<file path="config.mk">
export PLATFORM = sky130hd
export DESIGN_NAME = exception_ctrl
export DESIGN_NICKNAME = d
export VERILOG_FILES = /design/src/rtl/exception_ctrl.sv
export SDC_FILE = /design/constraint.sdc
export NUM_CORES = 1
export LEC_CHECK = 0
export ABC_CLOCK_PERIOD_IN_PS = 2000
export BUFFER_PORTS_ARGS = -buffer_cell sky130_fd_sc_hd__buf_2
export CORE_UTILIZATION = 24
export CTS_BUF_LIST = sky130_fd_sc_hd__clkbuf_2
export DETAILED_ROUTE_END_ITERATION = 16
export PLACE_DENSITY = 0.44
export SLEW_MARGIN = 20
export SYNTH_ARGS = -nofsm -noshare
export SYNTH_HDL_FRONTEND = slang
export SYNTH_SLANG_ARGS = --single-unit
</file>
<file path="constraint.sdc">
create_clock -name clk -period 2 [get_ports clk]
set_input_delay 0.4 -clock clk [delete_from_list [all_inputs] [get_ports clk]]
set_output_delay 0.4 -clock clk [all_outputs]
set_load 0.05 [all_outputs]
</file>
<file path="src/rtl/exception_ctrl.sv">
// Precise-exception / iret sequencer: accept, drain store buffer, flush,
// redirect fetch; owns privilege bit and the rm_* exception registers.
`timescale 1ns/1ps
module exception_ctrl #(
   parameter int unsigned           WORD_SIZE    = 32,
   parameter int unsigned           CAUSE_WIDTH  = 2,
   parameter logic [WORD_SIZE-1:0]  HANDLER_PC   = 32'h2000,
   parameter int unsigned           FLUSH_CYCLES = 2,
   parameter int unsigned           CNT_WIDTH    = 16
) (
   input  logic                   clk,
   input  logic                   rst,
   input  logic                   rob_exception,
   input  logic [WORD_SIZE-1:0]   rob_ex_pc,
   input  logic [WORD_SIZE-1:0]   rob_ex_vaddr,
   input  logic [CAUSE_WIDTH-1:0] rob_ex_cause,
   input  logic                   iret_commit,
   input  logic                   sb_empty,
   input  logic                   fetch_ready,
   output logic                   flush,
   output logic                   redirect_valid,
   output logic [WORD_SIZE-1:0]   redirect_pc,
   output logic                   supervisor,
   output logic [WORD_SIZE-1:0]   rm_epc,
   output logic [WORD_SIZE-1:0]   rm_vaddr,
   output logic [CAUSE_WIDTH-1:0] rm_cause,
   output logic                   busy,
   output logic [CNT_WIDTH-1:0]   exc_count
);

   localparam int unsigned FCW = (FLUSH_CYCLES > 1) ? $clog2(FLUSH_CYCLES) : 1;

   typedef enum logic [1:0] {
      IDLE     = 2'd0,
      DRAIN    = 2'd1,
      FLUSH    = 2'd2,
      REDIRECT = 2'd3
   } state_e;

   state_e                 state_q, state_d;
   logic [WORD_SIZE-1:0]   target_q, target_d;
   logic                   next_mode_q, next_mode_d;
   logic                   supervisor_q, supervisor_d;
   logic [WORD_SIZE-1:0]   epc_q, epc_d;
   logic [WORD_SIZE-1:0]   vaddr_q, vaddr_d;
   logic [CAUSE_WIDTH-1:0] cause_q, cause_d;
   logic [CNT_WIDTH-1:0]   cnt_q, cnt_d;
   logic [FCW-1:0]         fcnt_q, fcnt_d;

   always_ff @(posedge clk) begin
      if (rst) begin
         state_q      <= IDLE;
         target_q     <= '0;
         next_mode_q  <= 1'b1;
         supervisor_q <= 1'b1;
         epc_q        <= '0;
         vaddr_q      <= '0;
         cause_q      <= '0;
         cnt_q        <= '0;
         fcnt_q       <= '0;
      end else begin
         state_q      <= state_d;
         target_q     <= target_d;
         next_mode_q  <= next_mode_d;
         supervisor_q <= supervisor_d;
         epc_q        <= epc_d;
         vaddr_q      <= vaddr_d;
         cause_q      <= cause_d;
         cnt_q        <= cnt_d;
         fcnt_q       <= fcnt_d;
      end
   end

   always_comb begin
      state_d      = state_q;
      target_d     = target_q;
      next_mode_d  = next_mode_q;
      supervisor_d = supervisor_q;
      epc_d        = epc_q;
      vaddr_d      = vaddr_q;
      cause_d      = cause_q;
      cnt_d        = cnt_q;
      fcnt_d       = fcnt_q;
      case (state_q)
         IDLE: begin
            // Exception wins over a simultaneous iret; user-mode iret is dropped.
            if (rob_exception) begin
               epc_d       = rob_ex_pc;
               vaddr_d     = rob_ex_vaddr;
               cause_d     = rob_ex_cause;
               target_d    = HANDLER_PC;
               next_mode_d = 1'b1;
               if (cnt_q != '1) cnt_d = cnt_q + CNT_WIDTH'(1);
               state_d     = DRAIN;
            end else if (iret_commit && supervisor_q) begin
               target_d    = epc_q;
               next_mode_d = 1'b0;
               state_d     = DRAIN;
            end
         end
         DRAIN: begin
            if (sb_empty) begin
               fcnt_d  = FCW'(FLUSH_CYCLES - 1);
               state_d = FLUSH;
            end
         end
         FLUSH: begin
            if (fcnt_q == '0) state_d = REDIRECT;
            else              fcnt_d  = fcnt_q - FCW'(1);
         end
         REDIRECT: begin
            // Mode switches only on the handshake edge.
            if (fetch_ready) begin
               supervisor_d = next_mode_q;
               state_d      = IDLE;
            end
         end
         default: state_d = IDLE;
      endcase
   end

   assign flush          = (state_q == FLUSH);
   assign redirect_valid = (state_q == REDIRECT);
   assign busy           = (state_q != IDLE);
   assign redirect_pc    = target_q;
   assign supervisor     = supervisor_q;
   assign rm_epc         = epc_q;
   assign rm_vaddr       = vaddr_q;
   assign rm_cause       = cause_q;
   assign exc_count      = cnt_q;

endmodule

</file>
Yosys cells after proc, flatten, opt, wreduce, memory -nomap -nowiden

Cells that the tools add are included.

Flip-flop bits (word level): 119
Bits of input ports: 72
Logic and storage cells: 43

Add/subtract/negate cells: 2
Eq/ne operators: 8
Multiplexer cells: 13
Reduce and logical (&&, ||, !) cells: 11

Operator list:

| operator                | number |
|---|---|
| $mux W32                | 2 |
| $add A16 B1 Y16 const B | 1 |
| $ne A16 B16 Y1 const B  | 1 |
| $mux W2                 | 5 |
| $pmux W2 S4             | 1 |
| $reduce_and A2 Y1       | 4 |
| $ne A2 B2 Y1 const B    | 3 |
| $reduce_bool A2 Y1      | 3 |
| $eq A2 B2 Y1 const B    | 2 |
| $mux W1                 | 4 |
| $reduce_and A4 Y1       | 1 |
| $ne A3 B3 Y1 const B    | 1 |
| $reduce_and A3 Y1       | 1 |
| $eq A2 B1 Y1 const B    | 1 |
| $logic_not A2 Y1        | 1 |
| $pmux W1 S2             | 1 |
| $logic_and A1 B1 Y1     | 1 |
| $sub A1 B1 Y1 const B   | 1 |

Depth between registers and ports, before layout

Gate-level depths: netlist (run 1).

Depth after elaboration: 4
Mapped depth: 8
Mapped depth without buffers: 6

Worst setup path before layout (run 1)

No wires, ideal clock.

Path kind: register to register
Start point: reg cnt_q[0], in the netlist exc_count[0]
End point: reg cnt_q[14], in the netlist exc_count[14]
Path buffers: 1
Data required time: 1.930 ns
Arrival time: 2.198 ns
Setup time: 0.070 ns
Stages on the path, launching flop included: 7
Period minus slack after synthesis: 2.268 ns
Setup slack: -0.268 ns
Path through: dfxtp_1 > ha_1 > nand4_2 > or3_1 > clkbuf_2 > or4_1 > a21oi_1

Cells in the longest elaborated chain, start to end: 2
Elaborated cells between the ends (all ways): 3
Classes of those cells: add/sub: 1; eq/ne: 1; reduce/logical: 1

RTL lines:

| item                                                                    | RTL line | text |
|---|---|---|
| start: declaration                                                      | 47       | `logic [CNT_WIDTH-1:0] cnt_q, cnt_d;` |
| start signal: assignment                                                | 69       | `cnt_q <= cnt_d;` |
| parallel branches: the longest is 2 deep, another holds $add A16 B1 Y16 | --       |  |

Several ways; the timed one is not identified.
A chain may end at the register's enable or synchronous reset.

Worst setup path after layout (run 1)

Start point: reg state_q[0]
End point: reg cnt_q[11], in the netlist exc_count[11]

Cells in the longest elaborated chain, start to end: 2

RTL lines:

| item                        | RTL line | text |
|---|---|---|
| start: declaration          | 40       | `state_e state_q, state_d;` |
| start signal: assignment    | 62       | `state_q <= state_d;` |
| $logic_not A2 Y1            | 84       | `case (state_q)` |
| $reduce_and A3 Y1 (no line) | --       |  |

No other way between the ends.

==> metrics.md, run 1 <==
| Metric | Value |
|---|---|
| First-pass detailed-route iteration total | `4` |
| Crit. End Element | `flip-flop` |
| Status | `finished, final reports clean` |
| Top cells by area, synth | `dfxtp_1 (53%), nand2_1 (14%), a21oi_1 (12%)` |
| Grt total ovfl | `0` |
| Synth cell types | `between 40 and 50` |
| Die width | `roughly 140 um` |
| Clock transition at the registers of the reported paths | `190 ps` |
| Synthesized area per cell | `8.17 um2` |
| Initial antenna violation count | `1` |
| Die area | `about 19,000 um2` |
| Hold Fails Final Rpt | `0` |
| Switching Share | `0.451` |
| Skew-Pair Late Insertion Delay | `between 600 and 700 ps` |
| Pin count of the biggest net entering global routing | `68` |
| FF-to-FF path depth | `7` |
| DRC viols | `0` |
| Layout cells sized above 1 | `0.324` |
| Syn. warnings | `0` |
| Placed Cells | `between 900 and 1,000` |
| Vias per inst | `between 4 and 5` |
| Fmax achieved | `around 530 MHz` |
| CTS H-tree lvls | `4` |
| Synth top area share | `0.526` |
| # nets final | `888` |
| Mapped cell area | `~4500 um2` |
| Fin worst setup slack | `99.4 ps` |
| Largest family of logic cells by synthesized area | `simple AND/OR/NAND/NOR gates` |
| Place WS | `between 100 and 150 ps` |
| Worst Path Max Fanout | `8` |
| RSZ-0062 raised after global routing | `yes` |
| Hold Crit Class | `in -> reg` |
| First-pass GRT wire length | `between 20 and 25 mm` |
| Worst Path Required | `2600 ps` |
| Final setup violation count | `0` |
| Initial core utilization | `0.249` |
| Post-synthesis mux area share | `0.00442` |
| Syn nets | `approximately 630` |
| Fill count | `roughly 1,900` |
| WP data arrival | `2500 ps` |
| Synth cell count leaders | `nand2_1 (173), dfxtp_1 (119), a21oi_1 (108)` |
| NetSw | `~0.0033 W` |
| # rows | `between 40 and 50` |
| PD cells | `around 1100 nW/um2` |
| Number of flops mapped to enable cells by yosys | `0` |
| Sequential Power Share | `0.390` |
| Post-DP HPWL | `~9.6 mm` |
| Design Area, Final | `6780 um2` |
| Logic pwr share | `0.421` |
| Post-route ant nets | `0` |
| Dpl cell area | `approximately 5700 um2` |
| Number of synthesized register bits | `119` |
| Synth Area in Simple Gates | `0.263` |
| Met1 Usage GRT | `0.173` |
| Worst Max-Slew Pin Slew | `about 750 ps` |
| Fin util | `0.373` |
| Tmin final | `about 1900 ps` |
| Kind of critical path | `reg -> reg` |
| Dominant cell type by area after synthesis | `dfxtp_1` |
| CTS tree | `done` |
| Fin crit share | `0.950` |
| Core area | `approximately 18,000 um2` |
| DR WL/cell | `14.1 um` |
| P_int | `slightly above 0.004 W` |
| GR peak layer | `met2` |
| Clock root buffer | `clkbuf_2` |
| Hold path cells | `2` |
| Top-level I/O count | `190` |
| Setup TNS | `0 ps` |
| Clk buf depth | `2` |
| TritonCTS buffer count | `17` |
| Max rail drop VDD | `roughly 0.51 mV` |
| Cells after Synth | `554` |
| Most frequent cell after synthesis | `nand2_1` |
| Number of global-route vias before repair | `between 4,000 and 5,000` |
| Max-cap violations | `0` |
| Post-synthesis sequential area ratio | `0.526` |
| Gpl congestion | `approximately 0.75` |
| Clock Skews | `roughly 32 ps` |
| GRT Util Overall | `0.154` |
| Share of flip-flops with an asynchronous set or reset | `0` |
| DRT iter0 DRCs | `192` |
| Met3 global-route usage | `0.0516` |
| Area grow syn2layout | `49.9%` |
| Setup crit start kind | `flip-flop` |
| PortBufs | `~190` |
| Synth Flop Type | `dfxtp_1` |
| Pins Over Slew Limit | `0` |
| Adder-Cell Fraction of Synth Area | `0.0138` |
| Non-Filler Instances | `~1,100` |
| Height of the die | `roughly 140 um` |
| Lkg Pwr | `about 2.9 nW` |
| XOR/XNOR share of the synthesized area | `0.00194` |
| Compound-gate portion of the synthesized area | `0.151` |
| Clock sinks | `119` |
| Clock Power Share | `0.189` |
| Max_slew headroom | `0.502` |
| Via count | `~4,800` |
| Total wire length | `roughly 15 mm` |
| GRT met2 Usage | `0.270` |
==> power groups by stage <==
| stage | registers [W] | clock network, W | logic, W |
|---|---|---|---|
| after detailed placement | 0.00292 | 0 | 0.00279 |
| final | 0.00287 | 0.00139 | 0.00310 |
| after CTS | 0.00287 | 0.00147 | 0.00305 |
| after floorplan | 0.00384 | 0 | 0.00105 |
| after global routing | 0.00292 | 0.00160 | 0.00334 |
| after global placement | 0.00290 | 0 | 0.00277 |
==> layer usage <==
metal,up-vias,share of wire
met2,123,0.50
met4,0,0.017
met1,2225,0.43
met5,-,0
met3,19,0.054
li1,2393,-
==> registers in the layout, summed over array words and instances (netlist names) <==
| signal | count |
|---|---|
| next_mode_q | 1 |
| rm_cause | 2 |
| rm_epc | 32 |
| rm_vaddr | 32 |
| supervisor | 1 |
| redirect_pc | 32 |
| exc_count | 16 |
| fcnt_q | 1 |
| state_q | 2 |
==> critical path, cell delays in order, from the launching register on <==
cell     delay (ps)
dfxtp_2         370
inv_4            70
ha_4            160
buf_4           120
and4_1          300
nand2_2         140
or4_1           510
a21oi_1         150
==> worst paths after layout <==
check / slack (ps) / start / to
max reg2reg: 100 / state_q[0]$_SDFFE_PP0P_ / exc_count[11]$_SDFFE_PP0P_
min reg2reg: 460 / redirect_pc[5]$_SDFFE_PP0P_ / redirect_pc[5]$_SDFFE_PP0P_
min: 120 / rst / exc_count[5]$_SDFFE_PP0P_
max: 100 / state_q[0]$_SDFFE_PP0P_ / exc_count[11]$_SDFFE_PP0P_
==> per-stage QoR <==
| stage | hold slack, ps | total power [W] |
|---|---|---|
| CTS | 11.8 | 0.00739 |
| finish | 120 | 0.00736 |
| detailed placement | 442 | 0.00571 |
| floorplan | 438 | 0.00489 |
| global route | 5.12 | 0.00786 |
| global placement | 436 | 0.00567 |
==> layout make-up <==
| cell class | count | area [um2] | area share |
|---|---|---|---|
| clock buffer | 18 | 90.1 | 0.0133 |
| sequential | 119 | 2400 | 0.354 |
| antenna | 1 | 2.50 | 0.000369 |
| timing repair buffer | 277 | 1850 | 0.273 |
| inverter | 5 | 23.8 | 0.00350 |
| tap | 229 | 287 | 0.0422 |
| multi-input combinational | 391 | 2020 | 0.297 |
| clock inverter | 14 | 111 | 0.0164 |
==> cell families after synthesis <==
family,after synthesis
adder cells (fa/ha/maj),5
multiplexers,2
AO/OA/AOI/OAI,127
buffers and inverters,44
XOR/XNOR,1
AND/OR/NAND/NOR,256
flip-flops,119
==> layout by cell type, fill, tap and decap left out, types with 4 or more instances in the layout <==
master	netlist	final
a21oi_1	108	108
buf_2	0	182
buf_4	0	17
clkbuf_2	1	18
clkinv_2	0	8
dfxtp_1	119	110
dfxtp_2	0	7
dlygate4sd3_1	0	68
nand2_1	173	172
nand3_1	7	7
nand3b_1	31	31
nand4_1	4	4
nor2_1	9	8
nor3_1	7	7
o21ai_0	5	5
==> timing repair <==
item | 4_1_cts | 5_1_grt
hold buffers | 68 | 0
resized for setup | 20 | 12
setup endpoints to repair | 3 | 10
buffers inserted | 3 | 4
pin swaps | 1 | 2
endpoints found under the hold margin | 68 | 0
Power figures use the tool's default switching activity.
==> inputs of run 2 (changes only) <==
- ABC_AREA: not set -> 1
==> metrics.md, run 2 <==
| Metric | Value |
|---|---|
| Synth Flop Type | `dfxtp_1` |
| Via count | `4,853` |
| Max rail drop VDD | `about 0.66 mV` |
| WP data arrival | `approximately 1500 ps` |
| CTS tree | `done` |
| Adder-Cell Fraction of Synth Area | `0.0134` |
| First-pass GRT wire length | `24.4 mm` |
| Max_slew headroom | `0.640` |
| # rows | `50` |
| Die area | `20,000 um2` |
| Share of flip-flops with an asynchronous set or reset | `0` |
| Vias per inst | `between 4 and 5` |
| Most common cell after layout, fill and taps aside | `buf_2` |
| Initial antenna violation count | `1` |
| Total wire length | `15.3 mm` |
| Hold Crit Class | `in -> reg` |
| Post-DP HPWL | `around 9.7 mm` |
| Met3 global-route usage | `0.0466` |
| Die width | `between 100 and 150 um` |
| GRT Util Overall | `0.158` |
| Layout cells sized above 1 | `0.290` |
| Met1 Usage GRT | `0.194` |
| Fin Hold WS | `234 ps` |
| Switching Share | `0.469` |
| Crit. End Element | `primary output` |
| Worst Path Required | `around 1600 ps` |
| Pins Over Slew Limit | `0` |
| # nets final | `946` |
| Pin count of the biggest net entering global routing | `71` |
| Top-level I/O count | `190` |
| Number of global-route vias before repair | `4,721` |
| Placed Cells | `~1,000` |
| TritonCTS buffer count | `17` |
| Initial core utilization | `0.247` |
| Max-cap violations | `0` |
| DRT iter0 DRCs | `167` |
| Synthesized area per cell | `between 7 and 8 um2` |
| First-pass detailed-route iteration total | `6` |
| Clk buf depth | `2` |
| Design Area, Final | `6910 um2` |
| RSZ-0062 raised after global routing | `yes` |
| Top cells by area, synth | `dfxtp_1 (51%), nor2_1 (13%), o21ai_0 (7.9%)` |
| Fin worst setup slack | `~140 ps` |
| Kind of critical path | `reg -> out` |
| Tmin final | `roughly 1900 ps` |
| Lkg Pwr | `just over 3 nW` |
| PortBufs | `about 190` |
| GRT met2 Usage | `0.261` |
| Dpl cell area | `between 5000 and 6000 um2` |
| Post-synthesis mux area share | `0` |
| Reg2reg start | `exc_count[0]$_SDFFE_PP0P_` |
| Setup TNS | `0 ps` |
| Fill count | `2,094` |
| Slowest stage delay, CP | `390 ps` |
| Critical path's slowest cell | `dfxtp_4` |
| Largest family of logic cells by synthesized area | `simple AND/OR/NAND/NOR gates` |
| Setup crit start kind | `flip-flop` |
| Number of flops mapped to enable cells by yosys | `0` |
| Clock Power Share | `0.193` |
| Status | `finished, final reports clean` |
| Fin crit share | `0.932` |
| Post-synthesis sequential area ratio | `0.511` |
| Mapped cell area | `4660 um2` |
| Synth cell count leaders | `nor2_1 (159), dfxtp_1 (119), nand2_1 (85)` |
| Clock transition at the registers of the reported paths | `170 ps` |
| Cell chain of the critical path | `inv_2 > ha_4 > inv_4 > buf_8` |
| Core area | `18,900 um2` |
| Compound-gate portion of the synthesized area | `0.127` |
| Non-Filler Instances | `1,143` |
| Logic pwr share | `0.457` |
| Syn. warnings | `0` |
| Hold Fails Final Rpt | `0` |
| Synth top area share | `0.511` |
| Syn nets | `about 690` |
| Clock root buffer | `clkbuf_2` |
| Place WS | `348 ps` |
| Final setup violation count | `0` |
| Grt total ovfl | `0` |
| DRC viols | `0` |
| Dominant cell type by area after synthesis | `dfxtp_1` |
| PD cells | `1300 nW/um2` |
| CTS H-tree lvls | `4` |
| Setup crit start | `state_q[1]$_SDFFE_PP0P_` |
| Fmax achieved | `537 MHz` |
| GR peak layer | `met2` |
| Clock sinks | `approximately 120` |
| Area grow syn2layout | `48.2%` |
| Cells after Synth | `between 600 and 700` |
| Worst Max-Slew Pin Slew | `roughly 540 ps` |
| XOR/XNOR share of the synthesized area | `0.00752` |
| Most frequent cells in the layout | `buf_2 (180), nor2_1 (159), dfxtp_1 (115)` |
| Skew-Pair Late Insertion Delay | `around 670 ps` |
| Synth Area in Simple Gates | `0.285` |
| Clock Skews | `~29 ps` |
| Post-route ant nets | `0` |
| Synth cell types | `29` |
| Worst Path Max Fanout | `3` |
| Most frequent cell after synthesis | `nor2_1` |
| Sequential Power Share | `0.350` |
| NetSw | `around 0.0042 W` |
| P_int | `approximately 0.0048 W` |
| Number of synthesized register bits | `about 120` |
| DR WL/cell | `between 10 and 15 um` |
| Height of the die | `between 100 and 150 um` |
| R2r setup slk | `between 300 and 400 ps` |
| Hold_sp | `rst` |
| Gpl congestion | `between 0.7 and 0.8` |
==> run 2: cell count changes after synthesis, moves of 4 or more <==
| cell | change |
|---|---|
| nand2_1 | -88 |
| nor2_4 | +4 |
| nor2_1 | +150 |
| nor3_1 | -5 |
| nand3_1 | +38 |
| inv_1 | +16 |
| nand3b_1 | -29 |
| buf_4 | +4 |
| a21oi_1 | -67 |
| buf_2 | +9 |
| clkbuf_1 | -17 |
| o21ai_0 | +69 |
==> run 2: worst paths after layout <==
path,endpoint,depth (start not counted)
setup / recovery,busy,4
hold / removal,next_mode_q$_SDFFE_PP1P_,4
hold reg to reg,redirect_pc[18]$_SDFFE_PP0P_,2
setup reg to reg,exc_count[10]$_SDFFE_PP0P_,8
==> run 2: per-stage QoR <==
step / total power [W] / utilization
after floorplan: 0.00604 / -
after global placement: 0.00704 / 0.310
after detailed placement: 0.00705 / 0.310
after CTS: 0.00901 / 0.362
after global routing: 0.00957 / 0.366
final: 0.00895 / 0.366
==> run 2: layer usage <==
layer	share of wire	up-vias
met3	0.050	15
met2	0.48	119
met5	0	-
li1	-	2505
met4	0.014	0
met1	0.45	2214
==> run 2: repair_timing <==
action | CTS | global route
buffers inserted | 0 | 1
resized for setup | 11 | 20
endpoints found under the setup margin | 4 | 8
endpoints found under the hold margin | 69 | 0
pin swaps | 0 | 1
hold buffers | 69 | 0
==> run 2: layout make-up <==
| cell class | count | area, um2 | share of cell area |
|---|---|---|---|
| clock buffers | 21 | 105 | 0.0152 |
| multi-input cells | 438 | 2050 | 0.296 |
| diodes | 1 | 2.50 | 0.000362 |
| clock inverters | 11 | 155 | 0.0225 |
| inverters | 25 | 100 | 0.0145 |
| repair buffers | 268 | 1780 | 0.258 |
| well taps | 260 | 325 | 0.0471 |
| flip-flops and latches | 119 | 2390 | 0.346 |
==> run 2: cells by family (layout without fill, tap and decap cells) <==
kind of cell | Yosys count | count (layout)
simple gates | 312 | 312
flops | 119 | 119
compound gates | 117 | 117
buf+inv | 60 | 325
fa+ha+maj | 5 | 5
xor+xnor | 4 | 4
other cells | 0 | 1
==> run 2: worst max-delay path, delay by kind of cell, from the launching register on <==
family / cells / cell delay, ps
adders and majority gates: 1 / 170
buffers and inverters: 3 / 260
DFF: 1 / 390
==> run 2: power by group through the flow <==
stage,clock (W),sequential [W],combinational [W]
floorplan,0,0.00459,0.00144
detailed placement,0,0.00317,0.00388
finish,0.00173,0.00313,0.00409
global route,0.00193,0.00321,0.00444
CTS,0.00183,0.00313,0.00405
global placement,0,0.00317,0.00387
